### src/rtl/uart_tx_arbiter_if.sv
// Requester-side and uart_tx-side signals of the shared transmitter arbiter.
interface uart_tx_arbiter_if #(
    parameter int unsigned NUM_REQ  = 3,
    parameter int unsigned DATA_LEN = 8
);
    logic [NUM_REQ-1:0]          req;
    logic [NUM_REQ*DATA_LEN-1:0] req_data;
    logic [NUM_REQ-1:0]          grant;
    logic [NUM_REQ-1:0]          ack;
    logic                        err;
    logic                        send_sig;
    logic [DATA_LEN-1:0]         tx_data_out;
    logic                        tx_busy;
    logic                        tx_done;

    modport master (
        output req, req_data, tx_busy, tx_done,
        input  grant, ack, err, send_sig, tx_data_out
    );

    modport slave (
        input  req, req_data, tx_busy, tx_done,
        output grant, ack, err, send_sig, tx_data_out
    );
endinterface

### src/rtl/uart_tx_arbiter.sv
// Round-robin arbiter sharing one uart_tx among NUM_REQ requesters, with a
// watchdog that aborts a transfer whose tx_done never arrives.
module uart_tx_arbiter #(
    parameter int unsigned NUM_REQ        = 3,
    parameter int unsigned DATA_LEN       = 8,
    parameter int unsigned TIMEOUT_CYCLES = 40000
) (
    input  logic             clk,
    input  logic             reset,
    uart_tx_arbiter_if.slave bus
);
    localparam int unsigned PTR_W = (NUM_REQ > 1) ? $clog2(NUM_REQ) : 1;
    localparam int unsigned WD_W  = $clog2(TIMEOUT_CYCLES);

    typedef enum logic [1:0] {IDLE, SEND, WAIT, DONE} state_t;

    state_t              state_q, state_d;
    logic [PTR_W-1:0]    ptr_q, ptr_d;
    logic [WD_W-1:0]     wd_q, wd_d;
    logic [NUM_REQ-1:0]  grant_q, grant_d;
    logic [NUM_REQ-1:0]  ack_q, ack_d;
    logic                err_q, err_d;
    logic                send_q, send_d;
    logic [DATA_LEN-1:0] data_q, data_d;

    logic                found_c;
    logic [PTR_W-1:0]    win_c;
    int unsigned         idx_c;
    logic [DATA_LEN-1:0] req_bytes [NUM_REQ];

    for (genvar g = 0; g < NUM_REQ; g++) begin : g_bytes
        assign req_bytes[g] = bus.req_data[g*DATA_LEN +: DATA_LEN];
    end

    // First requesting index after the last winner, wrapping modulo NUM_REQ.
    always_comb begin : arb_scan
        found_c = 1'b0;
        win_c   = '0;
        idx_c   = 0;
        for (int unsigned k = 1; k <= NUM_REQ; k++) begin
            idx_c = 32'(ptr_q) + k;
            if (idx_c >= NUM_REQ) idx_c = idx_c - NUM_REQ;
            if (!found_c && bus.req[PTR_W'(idx_c)]) begin
                found_c = 1'b1;
                win_c   = PTR_W'(idx_c);
            end
        end
    end

    always_comb begin : fsm_next
        state_d = state_q;
        ptr_d   = ptr_q;
        wd_d    = wd_q;
        grant_d = grant_q;
        ack_d   = '0;
        err_d   = 1'b0;
        send_d  = 1'b0;
        data_d  = data_q;
        unique case (state_q)
            IDLE: begin
                grant_d = '0;
                if (found_c && !bus.tx_busy) begin
                    grant_d = NUM_REQ'(1) << win_c;
                    data_d  = req_bytes[win_c];
                    ptr_d   = win_c;
                    state_d = SEND;
                end
            end
            SEND: begin
                send_d  = 1'b1;
                wd_d    = '0;
                state_d = WAIT;
            end
            WAIT: begin
                // Saturating so a stuck count can never wrap back below the limit.
                wd_d = (wd_q == '1) ? wd_q : wd_q + WD_W'(1);
                if (bus.tx_done) begin
                    state_d = DONE;
                end else if (wd_q == WD_W'(TIMEOUT_CYCLES - 1)) begin
                    err_d   = 1'b1;
                    grant_d = '0;
                    state_d = IDLE;
                end
            end
            DONE: begin
                ack_d   = grant_q;
                grant_d = '0;
                state_d = IDLE;
            end
            default: state_d = IDLE;
        endcase
    end

    always_ff @(posedge clk or posedge reset) begin : fsm_regs
        if (reset) begin
            state_q <= IDLE;
            ptr_q   <= PTR_W'(NUM_REQ - 1);
            wd_q    <= '0;
            grant_q <= '0;
            ack_q   <= '0;
            err_q   <= 1'b0;
            send_q  <= 1'b0;
            data_q  <= '0;
        end else begin
            state_q <= state_d;
            ptr_q   <= ptr_d;
            wd_q    <= wd_d;
            grant_q <= grant_d;
            ack_q   <= ack_d;
            err_q   <= err_d;
            send_q  <= send_d;
            data_q  <= data_d;
        end
    end

    assign bus.grant       = grant_q;
    assign bus.ack         = ack_q;
    assign bus.err         = err_q;
    assign bus.send_sig    = send_q;
    assign bus.tx_data_out = data_q;
endmodule

### src/flat_wrapper.sv
// flat-port wrapper written by rule: the top's interface ports become plain ports
module uart_tx_arbiter_flat 
#(
    parameter int unsigned NUM_REQ        = 3,
    parameter int unsigned DATA_LEN       = 8,
    parameter int unsigned TIMEOUT_CYCLES = 40000
)
  (clk, reset, bus_req, bus_req_data, bus_tx_busy, bus_tx_done, bus_grant, bus_ack, bus_err, bus_send_sig, bus_tx_data_out);
  uart_tx_arbiter_if #(.NUM_REQ(NUM_REQ), .DATA_LEN(DATA_LEN)) bus_i ();
  input  logic clk;
  input  logic reset;
  input wire logic [$bits(bus_i.req)-1:0] bus_req;
  input wire logic [$bits(bus_i.req_data)-1:0] bus_req_data;
  input wire logic [$bits(bus_i.tx_busy)-1:0] bus_tx_busy;
  input wire logic [$bits(bus_i.tx_done)-1:0] bus_tx_done;
  output wire logic [$bits(bus_i.grant)-1:0] bus_grant;
  output wire logic [$bits(bus_i.ack)-1:0] bus_ack;
  output wire logic [$bits(bus_i.err)-1:0] bus_err;
  output wire logic [$bits(bus_i.send_sig)-1:0] bus_send_sig;
  output wire logic [$bits(bus_i.tx_data_out)-1:0] bus_tx_data_out;
  assign bus_i.req = bus_req;
  assign bus_i.req_data = bus_req_data;
  assign bus_i.tx_busy = bus_tx_busy;
  assign bus_i.tx_done = bus_tx_done;
  assign bus_grant = bus_i.grant;
  assign bus_ack = bus_i.ack;
  assign bus_err = bus_i.err;
  assign bus_send_sig = bus_i.send_sig;
  assign bus_tx_data_out = bus_i.tx_data_out;
  uart_tx_arbiter #(.NUM_REQ(NUM_REQ), .DATA_LEN(DATA_LEN), .TIMEOUT_CYCLES(TIMEOUT_CYCLES)) u_core (.clk(clk), .reset(reset), .bus(bus_i));
endmodule
### config.mk
export PLATFORM = sky130hd
export DESIGN_NAME = uart_tx_arbiter_flat
export DESIGN_NICKNAME = d
export VERILOG_FILES = /design/src/rtl/uart_tx_arbiter_if.sv /design/src/rtl/uart_tx_arbiter.sv /design/src/flat_wrapper.sv
export SDC_FILE = /design/constraint.sdc
export NUM_CORES = 1
export LEC_CHECK = 0
export ABC_AREA = 1
export BUFFER_PORTS_ARGS = -buffer_cell sky130_fd_sc_hd__buf_2
export CAP_MARGIN = 10
export CORE_UTILIZATION = 30
export DETAILED_ROUTE_END_ITERATION = 7
export GPL_ROUTABILITY_DRIVEN = 0
export PLACE_DENSITY = 0.47
export SLEW_MARGIN = 30
export SYNTH_ARGS = -nofsm -noshare
export SYNTH_HDL_FRONTEND = slang
export SYNTH_SLANG_ARGS = --single-unit
### constraint.sdc
create_clock -name clk -period 4.6 [get_ports clk]
set_clock_uncertainty 0.15 [all_clocks]
set_input_delay 0.69 -clock clk [delete_from_list [all_inputs] [get_ports clk]]
set_output_delay 0.69 -clock clk [all_outputs]
set_load 0.05 [all_outputs]
==> flow_summary_export.csv <==
group,metric,value,unit
status,status,"finished clean",
clock_network,cts.reportedPaths.clkPinSlew,70,ps
timing,timing.final.crit_share,59.4,%
final_layout,multiInputGateArea,0.00115,sq mm
drt,dr.pass1.iters,4,
synthesis,yosys_register_bits,36,
clock_network,insertion_delay,280,ps
pwr,vdd_drop_max,0.000265,V
worst_setup_path,r2r-start,"u_core.ptr_q[1]",
grt,grt_pass1_vias,1958,
worst_setup_path,crit_fanout,11,
floorplanning,top_level_ports,47,
final_layout,drive_above_1_share,25.6,%
synthesis,yosysWarnings,0,
timing,slew_headroom,64.6,%
drt,drc,0,
drt,finalWirelength,5420,um
clock_network,post_cts_buffers,0,
timing,setup_viol,0,
worst_setup_path,required,4610,ps
clock_network,htree_levels,2,
synthesis,ys_seq_area_share,38.8,%
clock_network,cts_tree,"yes",
final_layout,antennaDiodeCount,0,
place,dpl.cell_count,448,
worst_setup_path,cpMaxStageDelayCell,"dfstp_2",
drt,drt_iter0_drc,112,
worst_setup_path,startpoint_type,"flop",
synthesis,syn_nets,342,
drt,wl_per_cell,11.9,um
timing,final_hold_viol_count,0,
place,dp_hpwl,4140,um
floorplanning,rows,31,
clock_network,numCtsBuffers,5,
worst_setup_path,worstSetupPathType,"flop to flop",
place,port_buffers,46,
worst_setup_path,rr_endpoint,"u_core.bus.grant[1]",
worst_setup_path,r2r_cells,13,
grt,antenna_found_initial,0,
synthesis,syn_inst,306,
worst_setup_path,cp_top_family,"simple AND/OR/NAND/NOR gates",
grt,grt_first_pass_wirelength,9310,um
grt,gr-total-overflow,0,
worst_setup_path,crit_cells,13,
worst_setup_path,path_buf_inv,3,
floorplanning,die_w,90.0,um
synthesis,ys.flop_type,"dfrtp_1",
synthesis,avgSynthCellArea,7.59,sq um
synthesis,async_flop_share,100,%
final_layout,n_fill_cell,809,
min_path,hp-class,"input pin to async pin",
final_layout,nNetsFinal,392,
synthesis,synthDistinctLibCells,35,
timing,layout_min_cycle_time,2730,ps
synthesis,synthTopCellsByArea,"dfrtp_1 (38%), nand2_1 (9.4%), inv_1 (9.0%), nand3_1 (7.1%), nor2_1 (3.4%)",
worst_setup_path,endpoint,"u_core.bus.grant[1]",
floorplanning,die-height,90.0,um
job,cap_violations,0,
timing,tns,0,ps
worst_setup_path,crit_top_cell,"nand2_2",
timing,worstMarginPinSlew,529,ps
synthesis,synth_top_area_share,37.7,%
worst_setup_path,slowest_delay,540,ps
synthesis,syn_area,0.00232,sq mm
worst_setup_path,cp-end-kind,"flop",
clock_network,clock_sinks,36,
clock_network,cts_resized,0,
synthesis,synth_edf_count,0,
floorplanning,die_area,0.00810,sq mm
worst_setup_path,crit_chain,"inv_1 -> ha_1 -> inv_4 -> nand2_2 -> nand3_2 -> nand2_2 -> nand2_4 -> nor2_4 -> nand2_1 -> nand2_1 -> inv_1 -> nand2_2 -> o22ai_1",
synthesis,yosys.area.top_type,"dfrtp_1",
pwr,powerDensity,692,mW/mm^2
drt,drtAntennaViolNets,0,
final_layout,area_growth,17.0,%
worst_setup_path,critPathLaunch,"u_core.ptr_q[1]",
worst_setup_path,cp.arrival,2740,ps
worst_setup_path,r2r_slack,1870,ps
floorplanning,core-area,0.00737,sq mm
timing,grt_setup_unrepaired,"no",
place,placed_cell_area,0.00264,sq mm
pwr,power.leakage,1.41,nW
final_layout,layoutNonFillerInstCount,455,
floorplanning,initial_core_util,31.5,%
grt,grt_max_degree,37,
timing,max_freq,0.366,GHz
grt,groute.usage.overall,14.2,%
drt,vias_per_cell,4.46,
final_layout,seqCellArea,902,sq um
drt,num_vias,2030,
clock_network,root_buffer,"clkbuf_8",
final_layout,fin_area,0.00272,sq mm
place,pre_cts_ws,1840,ps
clock_network,ctsLongestPathBuffers,2,
clock_network,hold_buffers,0,
timing,setup_slack,1870,ps
timing,maxSlewViolCount,0,
## logic make-up after synthesis
logic type	after synthesis	share of synthesized area, %
flops	36	38.8
simple gates	151	32.7
fa+ha+maj	5	2.69
compound gates	47	12.7
buf+inv	63	11.6
xor+xnor	4	1.51
## per-layer routing
metal | track usage, % | vias up | wire length [um]
met3 | 2.96 | 2 | 231
li1 | - | 1071 | -
met4 | 3.63 | 0 | 21
met1 | 20.2 | 898 | 2790
met5 | 0 | - | 0
met2 | 21.8 | 59 | 2380
## stage by stage
stage	utilization [%]	hold slack (ps)	power [mW]
global route	36.9	381	2.06
detailed placement	35.8	354	1.69
finish	36.9	349	1.88
global placement	35.8	345	1.69
CTS	36.9	367	1.91
floorplan	-	320	1.50
## how the worst min path moves through the flow
stage / from / endpoint / slack (ps) / depth (start not counted)
5_1_grt: u_core.wd_q[0] / u_core.wd_q[0] / 380 / 1
6_report: reset / u_core.wd_q[0] / 350 / 3
3_3_place_gp: u_core.wd_q[0] / u_core.wd_q[0] / 350 / 1
3_5_place_dp: u_core.bus.grant[2] / u_core.bus.ack[2] / 350 / 2
4_1_cts: reset / u_core.wd_q[0] / 370 / 3
2_1_floorplan: u_core.wd_q[0] / u_core.wd_q[0] / 320 / 1
## cell usage after synthesis (2+ instances only)
library cell / count
nor4_1: 2
nand2_4: 6
o211ai_1: 2
xor2_1: 3
o22ai_1: 4
nand3_1: 33
or2_2: 3
nor2_1: 21
or2_1: 3
nand3_2: 3
nor2_2: 3
o21ai_1: 2
nor3_1: 5
nand2_2: 6
inv_2: 2
buf_6: 4
o21ai_0: 15
inv_1: 56
a21oi_2: 6
nand2_1: 58
nor2_4: 3
a21oi_1: 13
dfrtp_1: 35
ha_1: 5
nand4_1: 3
## sequential cells by signal (all words and copies together) (netlist names)
signal	flops
u_core.wd_q	16
u_core.bus.tx_data_out	8
u_core.bus.ack	3
u_core.bus.grant	3
u_core.ptr_q	2
u_core.state_q	2
u_core.bus.err	1
u_core.bus.send_sig	1
## report_power, final
part	switching, mW	internal (mW)
registers	0.0587	0.404
logic	0.851	0.355
clock network	0.110	0.103
## worst min-delay path: cells and delay by family
kind     cells  cell delay (ps)
buf+inv      3              530
## cells in the final DEF, fill, tap and decap left out, drive strengths merged, types with 2 or more instances in the layout
| cell | count |
|---|---|
| a21oi | 19 |
| nand2 | 70 |
| nand3 | 36 |
| dfrtp | 35 |
| nand4 | 3 |
| o211ai | 2 |
| nor2 | 27 |
| or2 | 6 |
| ha | 5 |
| o22ai | 4 |
| xor2 | 3 |
| clkbuf | 6 |
| nor4 | 2 |
| nor3 | 6 |
| buf | 47 |
| inv | 59 |
| o21ai | 19 |
## layout make-up
type | count | share of cell area (%)
Inverter | 59 | 8.24
Sequential cell | 36 | 33.2
Clock inverter | 1 | 0.184
Tap cell | 99 | 4.56
Multi-Input combinational cell | 207 | 42.4
Clock buffer | 6 | 2.67
Timing Repair Buffer | 47 | 8.75
No activity file was read; power rests on OpenSTA's default activity.
